==> src/rtl/mul8_seq_ctrl.sv <==
// rtl/mul8_seq_ctrl.sv - 8x8 unsigned multiply sequencer over a shared 4x4 multiplier
// Two requesters arbitrated round-robin; four nibble passes shift-accumulated into a 16-bit product.
module mul8_seq_ctrl #(
  parameter int CNT_W = 16
) (
  input  logic             clk,
  input  logic             rst,
  input  logic [1:0]       req_valid,
  output logic [1:0]       req_ready,
  input  logic [15:0]      req_a,
  input  logic [15:0]      req_b,
  output logic [3:0]       mul_a,
  output logic [3:0]       mul_b,
  input  logic [7:0]       mul_p,
  output logic             out_valid,
  input  logic             out_ready,
  output logic [15:0]      out_prod,
  output logic             out_tag,
  output logic             busy,
  output logic [CNT_W-1:0] op_count
);

  localparam logic [1:0] IDLE = 2'd0;
  localparam logic [1:0] CALC = 2'd1;
  localparam logic [1:0] DONE = 2'd2;

  logic [1:0]       state_q, state_d;
  logic [1:0]       pass_q, pass_d;
  logic [15:0]      acc_q, acc_d;
  logic [7:0]       a_q, a_d;
  logic [7:0]       b_q, b_d;
  logic             tag_q, tag_d;
  logic             prio_q, prio_d;
  logic [15:0]      prod_q, prod_d;
  logic             valid_q, valid_d;
  logic [CNT_W-1:0] cnt_q, cnt_d;

  logic             gnt_vld;
  logic             gnt_idx;
  logic [15:0]      pp;
  logic [15:0]      sum;

  // The priority holder wins when valid; otherwise fall through to the other requester.
  assign gnt_vld = |req_valid;
  assign gnt_idx = req_valid[prio_q] ? prio_q : ~prio_q;

  assign req_ready = (state_q == IDLE && gnt_vld) ? (gnt_idx ? 2'b10 : 2'b01) : 2'b00;

  // pass[0] selects the high nibble of A, pass[1] the high nibble of B.
  assign mul_a = (state_q == CALC) ? (pass_q[0] ? a_q[7:4] : a_q[3:0]) : 4'h0;
  assign mul_b = (state_q == CALC) ? (pass_q[1] ? b_q[7:4] : b_q[3:0]) : 4'h0;

  always_comb begin
    pp = {8'h00, mul_p};
    case (pass_q)
      2'd1, 2'd2: pp = {4'h0, mul_p, 4'h0};
      2'd3:       pp = {mul_p, 8'h00};
      default:    pp = {8'h00, mul_p};
    endcase
  end

  assign sum = acc_q + pp;

  always_comb begin
    state_d = state_q;
    pass_d  = pass_q;
    acc_d   = acc_q;
    a_d     = a_q;
    b_d     = b_q;
    tag_d   = tag_q;
    prio_d  = prio_q;
    prod_d  = prod_q;
    valid_d = valid_q;
    cnt_d   = cnt_q;
    case (state_q)
      IDLE: begin
        if (gnt_vld) begin
          a_d     = gnt_idx ? req_a[15:8] : req_a[7:0];
          b_d     = gnt_idx ? req_b[15:8] : req_b[7:0];
          tag_d   = gnt_idx;
          prio_d  = ~gnt_idx;
          acc_d   = 16'h0000;
          pass_d  = 2'd0;
          state_d = CALC;
        end
      end
      CALC: begin
        acc_d  = sum;
        pass_d = pass_q + 2'd1;
        if (pass_q == 2'd3) begin
          prod_d  = sum;
          valid_d = 1'b1;
          state_d = DONE;
        end
      end
      DONE: begin
        if (out_ready) begin
          valid_d = 1'b0;
          cnt_d   = cnt_q + {{(CNT_W-1){1'b0}}, 1'b1};
          state_d = IDLE;
        end
      end
      default: state_d = IDLE;
    endcase
  end

  always_ff @(posedge clk or posedge rst) begin
    if (rst) begin
      state_q <= IDLE;
      pass_q  <= 2'd0;
      acc_q   <= 16'h0000;
      a_q     <= 8'h00;
      b_q     <= 8'h00;
      tag_q   <= 1'b0;
      prio_q  <= 1'b0;
      prod_q  <= 16'h0000;
      valid_q <= 1'b0;
      cnt_q   <= '0;
    end else begin
      state_q <= state_d;
      pass_q  <= pass_d;
      acc_q   <= acc_d;
      a_q     <= a_d;
      b_q     <= b_d;
      tag_q   <= tag_d;
      prio_q  <= prio_d;
      prod_q  <= prod_d;
      valid_q <= valid_d;
      cnt_q   <= cnt_d;
    end
  end

  assign out_valid = valid_q;
  assign out_prod  = prod_q;
  assign out_tag   = tag_q;
  assign busy      = (state_q != IDLE);
  assign op_count  = cnt_q;

endmodule

==> config.mk <==
export PLATFORM = sky130hd
export DESIGN_NAME = mul8_seq_ctrl
export DESIGN_NICKNAME = d
export VERILOG_FILES = /design/src/rtl/mul8_seq_ctrl.sv
export SDC_FILE = /design/constraint.sdc
export NUM_CORES = 1
export LEC_CHECK = 0
export CAP_MARGIN = 15
export CORE_MARGIN = 1
export CORE_UTILIZATION = 50
export CTS_CLUSTER_SIZE = 8
export DETAILED_ROUTE_END_ITERATION = 8
export HOLD_SLACK_MARGIN = 0.05
export PLACE_DENSITY = 0.79
export SYNTH_ARGS = -nofsm -noshare
export SYNTH_HDL_FRONTEND = slang
export SYNTH_SLANG_ARGS = --single-unit
==> constraint.sdc <==
create_clock -name clk -period 7 [get_ports clk]
set_input_delay 1.4 -clock clk [delete_from_list [all_inputs] [get_ports clk]]
set_output_delay 1.4 -clock clk [all_outputs]
set_load 0.005 [all_outputs]
==> impl_metrics.json <==
{
  "flow.area_growth_from_synthesis_pct": 28.4,
  "globalRouteOverflowTotal": 0,
  "p_int_mw": 1.34,
  "clock_tree.htree_level_count": 3,
  "dp_hpwl_mm": 7.25,
  "crit_arrival_ns": 3.20,
  "slew_violations": 0,
  "worstReg2RegEnd": "acc_q[10]",
  "std_cell_rows": 32,
  "power.sequential.fraction_pct": 29.3,
  "cts_buffers": 9,
  "net-switching-power_mw": 0.998,
  "totalNegativeSetupSlack_ns": 0,
  "outcome": "finished, final reports clean",
  "synth.lib_cells_used.distinct": 50,
  "p_per_area_nw_per_um2": 443,
  "grt_antenna_before_repair": 0,
  "syn-instance-count": 446,
  "place.port_buffers": 89,
  "antenna_cells": 0,
  "synth-async-reset-ratio_pct": 100,
  "clkSlewWorstSetupHoldPaths_ns": 0.08,
  "setup_repair_after_global_routing_missed_its_margin": "false",
  "p_sw_share_pct": 42.7,
  "worst_clock_skew_ns": 0.00931,
  "gp_routability_congestion": 0.908,
  "fmaxAchievable_mhz": 217,
  "synth_sequential_area_ratio_pct": 43.2,
  "critical_path_class": "in2out",
  "post-cts-setup-buffer-count": 0,
  "pwr-share-comb_pct": 54.6,
  "drive_gt1_share_pct": 5.28,
  "synthesis.area_um2": 4110,
  "ctsHoldBuffers": 0,
  "start_util_pct": 52.4,
  "critPathLaunchType": "input port",
  "report.final.setup_viol": 0,
  "nets": 589,
  "min_path_type": "reg2reg",
  "postSynthRegisterBits": 71,
  "tritoncts_num_sinks": 71,
  "floorplan.die.height_um": 92.7,
  "min_to": "out_prod[6]",
  "design.portCount": 90,
  "critPathRequiredTime_ns": 5.60,
  "grt_pass1_vias": 3700,
  "final_cell_mix": "sky130_fd_sc_hd__clkdlybuf4s50_1, sky130_fd_sc_hd__dfrtp_1, sky130_fd_sc_hd__nand2_1, sky130_fd_sc_hd__o21ai_0, sky130_fd_sc_hd__nor2_1",
  "crit_path_end_kind": "output port",
  "ir_drop_v": 0.000215,
  "clock_power_share_pct": 16.1,
  "drt-total-wl_mm": 10.3,
  "r2r_start": "pass_q[1]",
  "maxCapViolCount": 0,
  "synth-edff-count": 0,
  "synth_largest_area_cell": "sky130_fd_sc_hd__dfrtp_1",
  "fin_crit_sh_pct": 65.8,
  "drtPass1Iterations": 5,
  "worst_hold_path.num_cells": 2,
  "grt_use_total_pct": 25.8,
  "fp.coreArea_um2": 7850,
  "r2r_setup_slack_ns": 3.83,
  "final-hold-violation-count": 0,
  "pin_count_of_the_biggest_net_entering_global_routing": 72,
  "dr_total_vias": 3631,
  "yosysWarnings": 0,
  "worst_slew_margin_rel_pct": 37.0,
  "mean_instance_size_in_the_synthesized_netlist_um2": 9.22,
  "min_period_ns": 4.60,
  "util_after_layout_pct": 67.3,
  "dieWidth_um": 92.7,
  "root_buffer": "sky130_fd_sc_hd__clkbuf_8",
  "drt_first_iter_violations": 217,
  "power.leakage_nw": 2.39,
  "final_common_cell": "sky130_fd_sc_hd__clkdlybuf4s50_1",
  "cts.repair.resized": 0,
  "via_per_inst": 5.75,
  "drt.antenna.violating_nets": 0,
  "synth_ff_type": "sky130_fd_sc_hd__dfrtp_1",
  "wl_per_cell_um": 16.2,
  "power.total_mw": 2.34,
  "ff2ff_path_depth": 11,
  "cell_types_with_the_largest_area_share_after_synthesis": "sky130_fd_sc_hd__dfrtp_1, sky130_fd_sc_hd__mux2i_1, sky130_fd_sc_hd__ha_1",
  "cts_tree": "yes",
  "drc": 0,
  "global_route_wire_length_before_repair_mm": 17.5,
  "hold_path_startpoint": "out_prod[6]",
  "crit_fanout": 46,
  "floorplan.die_area_um2": 8590,
  "cts-root-to-sink-buffers": 2,
  "clock_latency_ns": 0.36,
  "synth_nets": 510,
  "timing_worst_slew_pin_value_ns": 0.943,
  "post-synth-top-area-fraction_pct": 43.2
}
worst max path at each step:
| stage | startpoint | endpoint | slack (ns) |
|---|---|---|---|
| 2_1_floorplan | req_valid[0] | req_ready[0] | 3.40 |
| 3_3_place_gp | req_valid[1] | req_ready[1] | 2.44 |
| 3_5_place_dp | req_valid[1] | req_ready[1] | 2.40 |
| 4_1_cts | req_valid[1] | req_ready[1] | 2.40 |
| 5_1_grt | req_valid[1] | req_ready[1] | 2.32 |
| 6_report | req_valid[1] | req_ready[1] | 2.40 |
registers in the layout, summed over array words and instances (netlist names):
register,cells
out_prod,16
b_q,8
op_count,16
out_valid,1
pass_q,2
out_tag,1
prio_q,1
acc_q,16
state_q,2
a_q,8
through the flow:
stage | setup WS (ns) | cell area, um^2 | hold WS [ns] | cells
6_report | 2.40 | 5280 | 0.482 | 632
5_1_grt | 2.32 | 5280 | 0.498 | 632
4_1_cts | 2.40 | 5280 | 0.487 | 632
3_5_place_dp | 2.40 | 5060 | 0.469 | 616
3_3_place_gp | 2.44 | 5060 | 0.461 | 616
2_1_floorplan | 3.40 | 4110 | 0.449 | 446
final cells by class:
cell class	instances	area, um^2
clock buffer	11	141
clock inverter	5	81.3
fill	678	2570
inverter	14	52.6
multi-input combinational	336	2180
sequential	71	1780
tap	102	128
timing repair buffer	93	921
synth_stat cells (all sizes together) (2+ instances only):
cell type	n
a311oi	2
a31oi	3
xor2	12
o31a	2
xnor2	12
inv	14
and3	5
nor2b	2
o211ai	2
o21a	5
ha	18
buf	9
a22oi	4
nor3	8
o21bai	2
a22o	4
dfrtp	71
and2	8
or2	2
nand2b	2
a21o	5
a211o	2
mux2i	27
nand3	27
clkbuf	16
nand4	5
a211oi	6
nor2	36
a221oi	3
o21ai	43
nand2	55
a21oi	16
o31ai	7
metal layers:
layer / global-route usage (%) / vias up / routed length [um]
met5: 0 / - / 0
met4: 9.49 / 0 / 252
met3: 4.76 / 27 / 472
met2: 42.6 / 117 / 4980
met1: 33.9 / 1759 / 4550
li1: - / 1728 / -
worst max-delay path, cell delays in order:
cell and delay (ns):
sky130_fd_sc_hd__clkdlybuf4s50_1 0.50, sky130_fd_sc_hd__nor2_1 0.06, sky130_fd_sc_hd__or2_1 0.20, sky130_fd_sc_hd__buf_4 0.26
sky130_fd_sc_hd__nor2_1 0.23, sky130_fd_sc_hd__clkdlybuf4s50_1 0.54
logic make-up after synthesis:
family          Yosys count  share of synthesized area, %
compound gates          110                          17.2
xor+xnor                 24                          5.11
fa+ha+maj                19                          5.97
buf+inv                  39                          3.87
flops                    71                          43.2
mux                      28                          6.85
simple gates            155                          17.8
power groups by stage:
| stage | sequential (mW) | combinational [mW] | clock [mW] |
|---|---|---|---|
| after floorplan | 0.661 | 0.852 | 0 |
| after global placement | 0.684 | 1.22 | 0 |
| after detailed placement | 0.693 | 1.25 | 0 |
| final | 0.685 | 1.28 | 0.377 |
| after global routing | 0.707 | 1.42 | 0.394 |
| after CTS | 0.686 | 1.27 | 0.382 |
No activity file was read; power rests on OpenSTA's default activity.
==> edit, RTL diff (same settings) <==
Set the parameter `CNT_W` to 14 (it was 16).
--- a/src/rtl/mul8_seq_ctrl.sv
+++ b/src/rtl/mul8_seq_ctrl.sv
@@ -3,3 +3,3 @@
 module mul8_seq_ctrl #(
-  parameter int CNT_W = 16
+  parameter int CNT_W = 14
 ) (
Ports: changed (resized op_count); port bits go from 90 to 88. The function was not compared with the original's and may differ.
==> edit against the original RTL <==
  * Synthesized area down 9.2%
  * Clock skew rose by 0.0037 ns
  * Clock power down 16%
  * Setup slack worse by 0.15 ns
  * Sequential cell count down 2
  * Global-route usage decreased by 3.4 points
  * Final area fell by 7.8%
  * Total power shrank 12%
  * Combinational power is 15% lower
  * Routed wire length shrank 22%
==> edit: results (changes against the original RTL) <==
| Metric | Value |
|---|---|
| Switching Power | 0.8290 mW (was 0.9976 mW) |
| Sequential fraction of the synthesis area | 46.26% (was 43.23%) |
| Filler instances | 607 (was 678) |
| Total Wirelength | 7964 um (was 10250 um) |
| Initial DRC count | 132 (was 217) |
| Final Skew | 0.01303 ns (was 0.009315 ns) |
| Reg-to-Reg End | out_prod[14] (was acc_q[10]) |
| GRT Util Overall | 22.37% (was 25.82%) |
| Netlist cell types | 39 (was 50) |
| Met1 Usage GRT | 28.30% (was 33.92%) |
| Clock share of power | 15.2% (was 16.1%) |
| TritonCTS sink count | 69 (was 71) |
| Multi-input logic area | 1908 sq um (was 2178 sq um) |
| Vias in the first global route | 2921 (was 3700) |
| Slew @ Worst Pin | 0.8354 ns (was 0.9431 ns) |
| Syn Nets | 457 (was 510) |
| CP arrival | 3.35 ns (was 3.20 ns) |
| Status | completed (unchanged) |
| Crit-path max FO | 47 (was 46) |
| Non-clk bufs | 90 (was 93) |
| Comb_multi_in | 298 (was 336) |
| Clock tree cell share of total cell area | 3.906% (was 4.219%) |
| Signal inverters | 7 (was 14) |
| Most instantiated cells after synthesis | dfrtp_1 (69), nand2_1 (63), o21ai_0 (54), nor2_1 (27), mux2i_1 (26) (was dfrtp_1 (71), nand2_1 (55), o21ai_0 (41), nor2_1 (36)) |
| DP HPWL | 5895 um (was 7249 um) |
| IO buf count | 87 (was 89) |
| PD cells | 424.5 nW/um^2 (was 443.0 nW/um^2) |
| RD Place Congestion | 0.8226 (was 0.9077) |
| Non-clk buf share | 18.35% (was 17.44%) |
| Worst Hold Launch | op_count[13] (was out_prod[6]) |
| Flop pwr share | 32.0% (was 29.3%) |
[edit: worst max-delay path by stage]
| stage | from | to | slack, ns | cells past startpoint |
|---|---|---|---|---|
| 2_1_floorplan | req_valid[0] | req_ready[0] | 3.40 | 5 |
| 3_3_place_gp | req_valid[1] | req_ready[1] | 2.26 | 5 |
| 3_5_place_dp | req_valid[1] | req_ready[1] | 2.26 | 5 |
| 4_1_cts | req_valid[1] | req_ready[1] | 2.23 | 5 |
| 5_1_grt | req_valid[1] | req_ready[1] | 2.09 | 5 |
| 6_report | req_valid[1] | req_ready[1] | 2.25 | 5 |
[edit: cells by family after synthesis]
kind of cell    after synthesis  share of synthesized area, %
xor+xnor                     27                         6.336
compound gates               91                         14.85
flops                        69                         46.26
fa+ha+maj                    19                         6.571
simple gates                133                         15.69
buf+inv                      26                         2.715
mux                          28                         7.576
[edit: per-stage QoR]
step / hold WS (ns) / std cells / area, sq um / util, % / worst slack [ns]
3_5_place_dp: 0.4673 / 563 / 4678 / 64.50 / 2.256
2_1_floorplan: 0.4492 / 393 / 3732 / - / 3.404
5_1_grt: 0.4878 / 578 / 4868 / 67.12 / 2.094
3_3_place_gp: 0.4599 / 563 / 4678 / 64.50 / 2.258
6_report: 0.4680 / 578 / 4868 / 67.12 / 2.247
4_1_cts: 0.4770 / 578 / 4868 / 67.12 / 2.232
[edit: per-layer routing]
layer	up-vias	share of wire [%]
met4	0	1.7
met2	91	48
met5	-	0
met1	1431	44
met3	12	6.1
li1	1529	-
[edit: worst max-delay path: stages]
cell and delay (ns):
clkdlybuf4s50_1 0.50, nor2_1 0.06, or2_2 0.57, nor2_1 0.28, clkdlybuf4s50_1 0.54
